--- config.mk ---
export PLATFORM = sky130hd
export DESIGN_NAME = sevenseg_display_driver
export DESIGN_NICKNAME = d
export VERILOG_FILES = /design/src/rtl/sevenseg_display_driver.sv
export SDC_FILE = /design/constraint.sdc
export NUM_CORES = 1
export LEC_CHECK = 0
export ABC_CLOCK_PERIOD_IN_PS = 3180
export CAP_MARGIN = 10
export CORE_AREA = 5 5 122 124
export DETAILED_ROUTE_END_ITERATION = 16
export DIE_AREA = 0 0 127 129
export PLACE_DENSITY = 0.79
export SLEW_MARGIN = 10
export SYNTH_ARGS = -nofsm -noshare
export SYNTH_HDL_FRONTEND = slang
export SYNTH_SLANG_ARGS = --single-unit
export TNS_END_PERCENT = 10
--- constraint.sdc ---
create_clock -name clk -period 3.18 [get_ports clk]
set_clock_uncertainty 0.15 [all_clocks]
set_input_delay 0.636 -clock clk [delete_from_list [all_inputs] [get_ports clk]]
set_output_delay 0.636 -clock clk [all_outputs]
set_load 0.05 [all_outputs]
--- src/rtl/sevenseg_display_driver.sv ---
// sevenseg_display_driver: valid/ready value -> active-low 7-seg image (hex or double-dabble decimal); optional blink under SEVSEG_BLINK_EN
module sevenseg_display_driver #(
   parameter int DIGITS = 6,
   parameter int DATA_W = 20
`ifdef SEVSEG_BLINK_EN
   ,parameter int BLINK_DIV = 25_000_000
`endif
) (
   input  logic                  clk,
   input  logic                  rst_n,
   input  logic [DATA_W-1:0]     value_i,
   input  logic                  valid_i,
   output logic                  ready_o,
   input  logic                  mode_dec_i,
   input  logic                  blank_lz_i,
   output logic                  busy_o,
`ifdef SEVSEG_BLINK_EN
   input  logic                  blink_i,
`endif
   output logic [7*DIGITS-1:0]   leds_o
);
   localparam int BW = 4 * DIGITS;
   localparam int XW = (DATA_W > BW) ? DATA_W : BW;
   localparam int CW = $clog2(DATA_W + 1);

   typedef enum logic [1:0] {IDLE, CONV, COMMIT} state_t;

   state_t             state, next;
   logic [DATA_W-1:0]  shreg;
   logic [BW-1:0]      bcd, corr;
   logic [4:0]         nib;
   logic               carry, ovf, blz, fin, lead, accept, conv_done, in_ovf;
   logic [CW-1:0]      cnt;
   logic [XW-1:0]      wide_in;
   logic [7*DIGITS-1:0] glyphs, pre, img;

   function automatic logic [6:0] glyph(input logic [3:0] d);
      case (d)
         4'h0: return 7'h40;
         4'h1: return 7'h79;
         4'h2: return 7'h24;
         4'h3: return 7'h30;
         4'h4: return 7'h19;
         4'h5: return 7'h12;
         4'h6: return 7'h02;
         4'h7: return 7'h78;
         4'h8: return 7'h00;
         4'h9: return 7'h10;
         4'hA: return 7'h08;
         4'hB: return 7'h03;
         4'hC: return 7'h46;
         4'hD: return 7'h21;
         4'hE: return 7'h06;
         default: return 7'h0E;
      endcase
   endfunction

   assign accept    = valid_i & ready_o;
   assign conv_done = (state == CONV) && (cnt == CW'(DATA_W - 1));
   assign wide_in   = XW'(value_i);
   // hex values wider than the display cannot be shown; any bit above the digit field flags overflow
   assign in_ovf    = |(wide_in >> BW);

   // state register
   always_ff @(posedge clk or negedge rst_n)
      if (!rst_n) state <= IDLE;
      else        state <= next;

   // next state: hex skips CONV; COMMIT spends two cycles (build image, then publish it)
   always_comb
      next = (state == IDLE) ? (accept ? (mode_dec_i ? CONV : COMMIT) : IDLE)
           : (state == CONV) ? (conv_done ? COMMIT : CONV)
           : (fin ? IDLE : COMMIT);

   // handshake outputs straight from state
   always_comb begin
      ready_o = (state == IDLE);
      busy_o  = (state != IDLE);
   end

   // add-3 correction of every BCD nibble before the shift; a nibble carry means the digit field overflowed
   always_comb begin
      corr  = '0;
      carry = 1'b0;
      nib   = '0;
      for (int i = 0; i < DIGITS; i++) begin
         nib = {1'b0, bcd[4*i+:4]} + ((bcd[4*i+:4] >= 4'd5) ? 5'd3 : 5'd0);
         corr[4*i+:4] = nib[3:0];
         carry = carry | nib[4];
      end
   end

   // capture on accept; hex nibbles load the digit register directly, decimal shifts one value bit per CONV cycle
   always_ff @(posedge clk or negedge rst_n)
      if (!rst_n) begin
         shreg <= '0;
         bcd   <= '0;
         ovf   <= 1'b0;
         blz   <= 1'b0;
         cnt   <= '0;
      end else if (accept) begin
         shreg <= value_i;
         bcd   <= mode_dec_i ? '0 : wide_in[BW-1:0];
         ovf   <= mode_dec_i ? 1'b0 : in_ovf;
         blz   <= blank_lz_i;
         cnt   <= '0;
      end else if (state == CONV) begin
         shreg <= shreg << 1;
         bcd   <= {corr[BW-2:0], shreg[DATA_W-1]};
         ovf   <= ovf | carry | corr[BW-1];
         cnt   <= cnt + 1'b1;
      end

   // digit image: dashes on overflow, otherwise glyphs with leading zeros blanked above digit 0
   always_comb begin
      lead   = 1'b1;
      glyphs = '1;
      for (int i = DIGITS - 1; i >= 0; i--) begin
         lead = lead & (bcd[4*i+:4] == 4'd0);
         glyphs[7*i+:7] = ovf ? 7'h3F : (blz && lead && i != 0) ? 7'h7F : glyph(bcd[4*i+:4]);
      end
   end

   // first COMMIT cycle registers the built image, second publishes it so the pins only ever see flops
   always_ff @(posedge clk or negedge rst_n)
      if (!rst_n) begin
         fin <= 1'b0;
         pre <= '1;
         img <= '1;
      end else begin
         fin <= (state == COMMIT) & ~fin;
         if (state == COMMIT && !fin) pre <= glyphs;
         if (state == COMMIT && fin)  img <= pre;
      end

`ifdef SEVSEG_BLINK_EN
   localparam int DW = ($clog2(BLINK_DIV) > 0) ? $clog2(BLINK_DIV) : 1;
   logic [DW-1:0] div;
   logic          phase, hide;

   // free-running blink divider; hide is registered so the blanking edge is glitch-free
   always_ff @(posedge clk or negedge rst_n)
      if (!rst_n) begin
         div   <= '0;
         phase <= 1'b0;
         hide  <= 1'b0;
      end else begin
         div  <= (div == DW'(BLINK_DIV - 1)) ? '0 : div + 1'b1;
         if (div == DW'(BLINK_DIV - 1)) phase <= ~phase;
         hide <= blink_i & phase;
      end

   assign leds_o = img | {7*DIGITS{hide}};
`else
   assign leds_o = img;
`endif
endmodule

==> metrics.md <==
| Metric | Value |
|---|---|
| Status | `complete, no violations` |
| Share of power burned in registers | `32.9%` |
| Crit-path cells | `or2_2, inv_1, clkdlybuf4s50_1` |
| WP buf/inv | `2` |
| Max stage delay cell, worst path | `clkdlybuf4s50_1` |
| IO Pins | `between 60 and 70` |
| P_leak | `3.821 nW` |
| Vias in the first global route | `6006` |
| PD cells | `1247 nW/µm²` |
| Synth Area per Inst | `about 10 µm²` |
| Clk sink count | `138` |
| Share of layout cells above drive strength 1 | `22.84%` |
| GRT Resource Usage Total | `22.53%` |
| Min Tclk post-route | `roughly 2.9 ns` |
| Core ar. | `between 10000 and 15000 µm²` |
| Crit path required time | `2.39 ns` |
| Final hold vios | `0` |
| Slew Limit Fails | `0` |
| Post-synthesis sequential area ratio | `45.68%` |
| Min-Delay Path Class | `input pin to asynchronous set/reset pin` |
| Synth Warn # | `0` |
| Syn Nets | `858` |
| DR pass1 iterations | `5` |
| Slew margin rel. | `45.06%` |
| Initial antenna violation count | `0` |
| Hold_buf cts | `0` |
| Crit-path max FO | `9` |
| Multi-input gate area | `3890 µm²` |
| Routed wl met2 | `8.384 mm` |
| IO buf count | `68` |
| Placed Instances | `980` |
| MaxCap Viol Count | `0` |
| Pin count of the biggest net entering global routing | `52` |
| Post-synth top cells | `84 x dfstp_2, 83 x nand2_1, 71 x nor2_1` |
| Die span in x | `between 100 and 150 µm` |
| Clock-pin slew on the worst setup and hold paths | `0.05 ns` |
| Async SR Flop Fraction | `100.0%` |
| RSZ-0062 raised after global routing | `no` |
| CTS Root Cell | `clkbuf_16` |
| Fin cells | `1012` |
| Fillers | `about 1100` |
| CP endpoint kind | `primary output` |
| Switching part of the total power | `between 40% and 50%` |
| Yosys reg bits | `138` |
| Fmax achieved | `0.3493 GHz` |
| Met3 WL post-DR | `1.100 mm` |
| Cell Int Power | `0.006455 W` |
| Uppermost layer routed | `met4` |
| Wire length on met1 | `7.215 mm` |
| Peak supply drop | `0.0005140 V` |
| Ant diodes | `0` |
| Slew @ Worst Pin | `about 0.82 ns` |
| NetSw | `between 0.004 and 0.005 W` |
| Row count | `43` |
| Synth top area share | `~28%` |
| Register Area | `3558 µm²` |
| Most frequent cell after synthesis | `dfstp_2` |
| Clock Path Buffers | `2` |
| Starting DRT DRC Count | `449` |
| GR Overflow Total | `0` |
| Setup TNS | `0 ns` |
| CTS resizes | `0` |
| Startpoint Class | `flop` |
| Post-CTS setup buffers | `0` |
| Area Overhead vs Synth | `17.17%` |
| H-tree Lvls | `4` |
| Final nets | `approximately 900` |
| Routed WL | `between 15 and 20 mm` |
| Critical path's largest stage delay | `~0.8 ns` |
| Area leader, netlist | `dfstp_2` |
| WL/cell | `around 17 µm` |
| Cells after Synth | `around 770` |
| Post-synth EDFFs | `0` |
| Clk network pwr share | `16.2%` |
| Final HPWL DP | `11.98 mm` |
| Die Span Y | `between 100 and 150 µm` |
| CP arrival | `about 2.1 ns` |
| CTS tree | `built` |
| Via count | `5965` |
| Die area | `16380 µm²` |
| Synth top area cells | `dfstp_2 28%, dfrtp_1 17%, ha_1 8.7%, mux2_2 6.5%, a21oi_1 4.4%` |
| Clk_lat worst skew | `0.43 ns` |
| Final setup fails | `0` |
| Final GP Congestion | `0.9066` |
| Final ANT Viol Nets | `0` |
| Final worst-path cycle share | `90.03%` |
| Initial Utilization | `57.00%` |
| Comb pwr share | `50.9%` |
| First-pass GRT wire length | `29.79 mm` |
| DR DRC count | `0` |
| Worst Setup Path Type | `flop to primary output` |
| Synth Flop Type | `dfstp_2` |
| Syn Std Cell Area | `7790 µm²` |
| Vias per inst | `5.894` |
| Post-synth cell types | `slightly below 60` |
| Crit-path leading delay family | `buffers and inverters` |
| Num CTS Buffers | `17` |
kinds of logic (layout without fill, tap and decap cells):
group,after synthesis,in the layout,share of synthesized area [%]
compound gates,199,199,15.98
xor+xnor,12,12,1.349
fa+ha+maj,60,60,10.22
buf+inv,79,138,4.417
flops,138,138,45.68
mux,57,57,8.529
simple gates,228,228,13.83
area by class of cell:
type / count / area share [%]
repair buffers: 82 / 8.855
inverters: 24 / 0.9870
clock inverters: 6 / 0.3701
clock buffers: 26 / 5.716
well taps: 180 / 2.467
multi-input cells: 556 / 42.62
flip-flops and latches: 138 / 38.99
cells in the final DEF, fill, tap and decap left out, drive strengths merged, types with 4 or more instances in the layout:
cell / instances
a31oi: 25
nand2: 84
dfstp: 84
fa: 6
inv: 24
o22ai: 9
mux2: 45
nor2b: 8
buf: 15
clkbuf: 26
a22oi: 8
xnor2: 11
ha: 54
clkdlybuf4s50: 67
clkinv: 5
a21oi: 68
nand4: 4
nand3: 17
a31o: 6
nor2: 72
nor3b: 5
nand2b: 14
a2111oi: 4
nor3: 9
o22a: 15
o21ai: 33
mux2i: 9
a21o: 6
a211oi: 10
dfrtp: 54
per-layer routing:
metal  vias to the layer above  GRT usage (%)
li1                       2822              -
met5                         -              0
met3                        52          4.815
met1                      2876          29.51
met4                         0          11.17
met2                       215          35.74
final timing paths:
| kind | from | endpoint | slack [ns] | depth (start not counted) |
|---|---|---|---|---|
| max | state[1] | ready_o | 0.32 | 3 |
| min | rst_n | state[1] | 0.04 | 1 |
| max reg2reg | bcd[17] | ovf | 0.35 | 9 |
| min reg2reg | pre[3] | pre[3] | 0.31 | 2 |
| max in group asynchronous | rst_n | leds_o[5] | 2.12 | 2 |
| min in group clk | pre[3] | pre[3] | 0.31 | 2 |
registers in the layout (all words and copies together) (netlist names):
signal	flops
state	2
blz	1
ovf	1
shreg	20
cnt	5
leds_o	42
fin	1
bcd	24
pre	42
power by group through the flow:
stage	combinational [W]	sequential (W)	clock, W
2_1_floorplan	0.00371	0.00433	0
3_3_place_gp	0.00556	0.00369	0
3_5_place_dp	0.00574	0.00377	0
4_1_cts	0.00581	0.00375	0.00187
5_1_grt	0.00639	0.00389	0.00195
6_report	0.00579	0.00375	0.00184
metrics by stage:
step / util [%] / instance area (µm²) / setup WS, ns / power [W] / hold WS [ns]
after CTS: 66.79 / 9128 / 0.3003 / 0.01143 / 0.04427
after global routing: 66.79 / 9128 / 0.1930 / 0.01223 / 0.07452
after detailed placement: 62.73 / 8572 / 0.3819 / 0.009514 / 0.2964
after global placement: 62.73 / 8572 / 0.4693 / 0.009254 / 0.2973
final: 66.79 / 9128 / 0.3170 / 0.01138 / 0.04242
after floorplan: - / 7790 / 0.6561 / 0.008047 / 0.1904
Power figures use the tool's default switching activity.
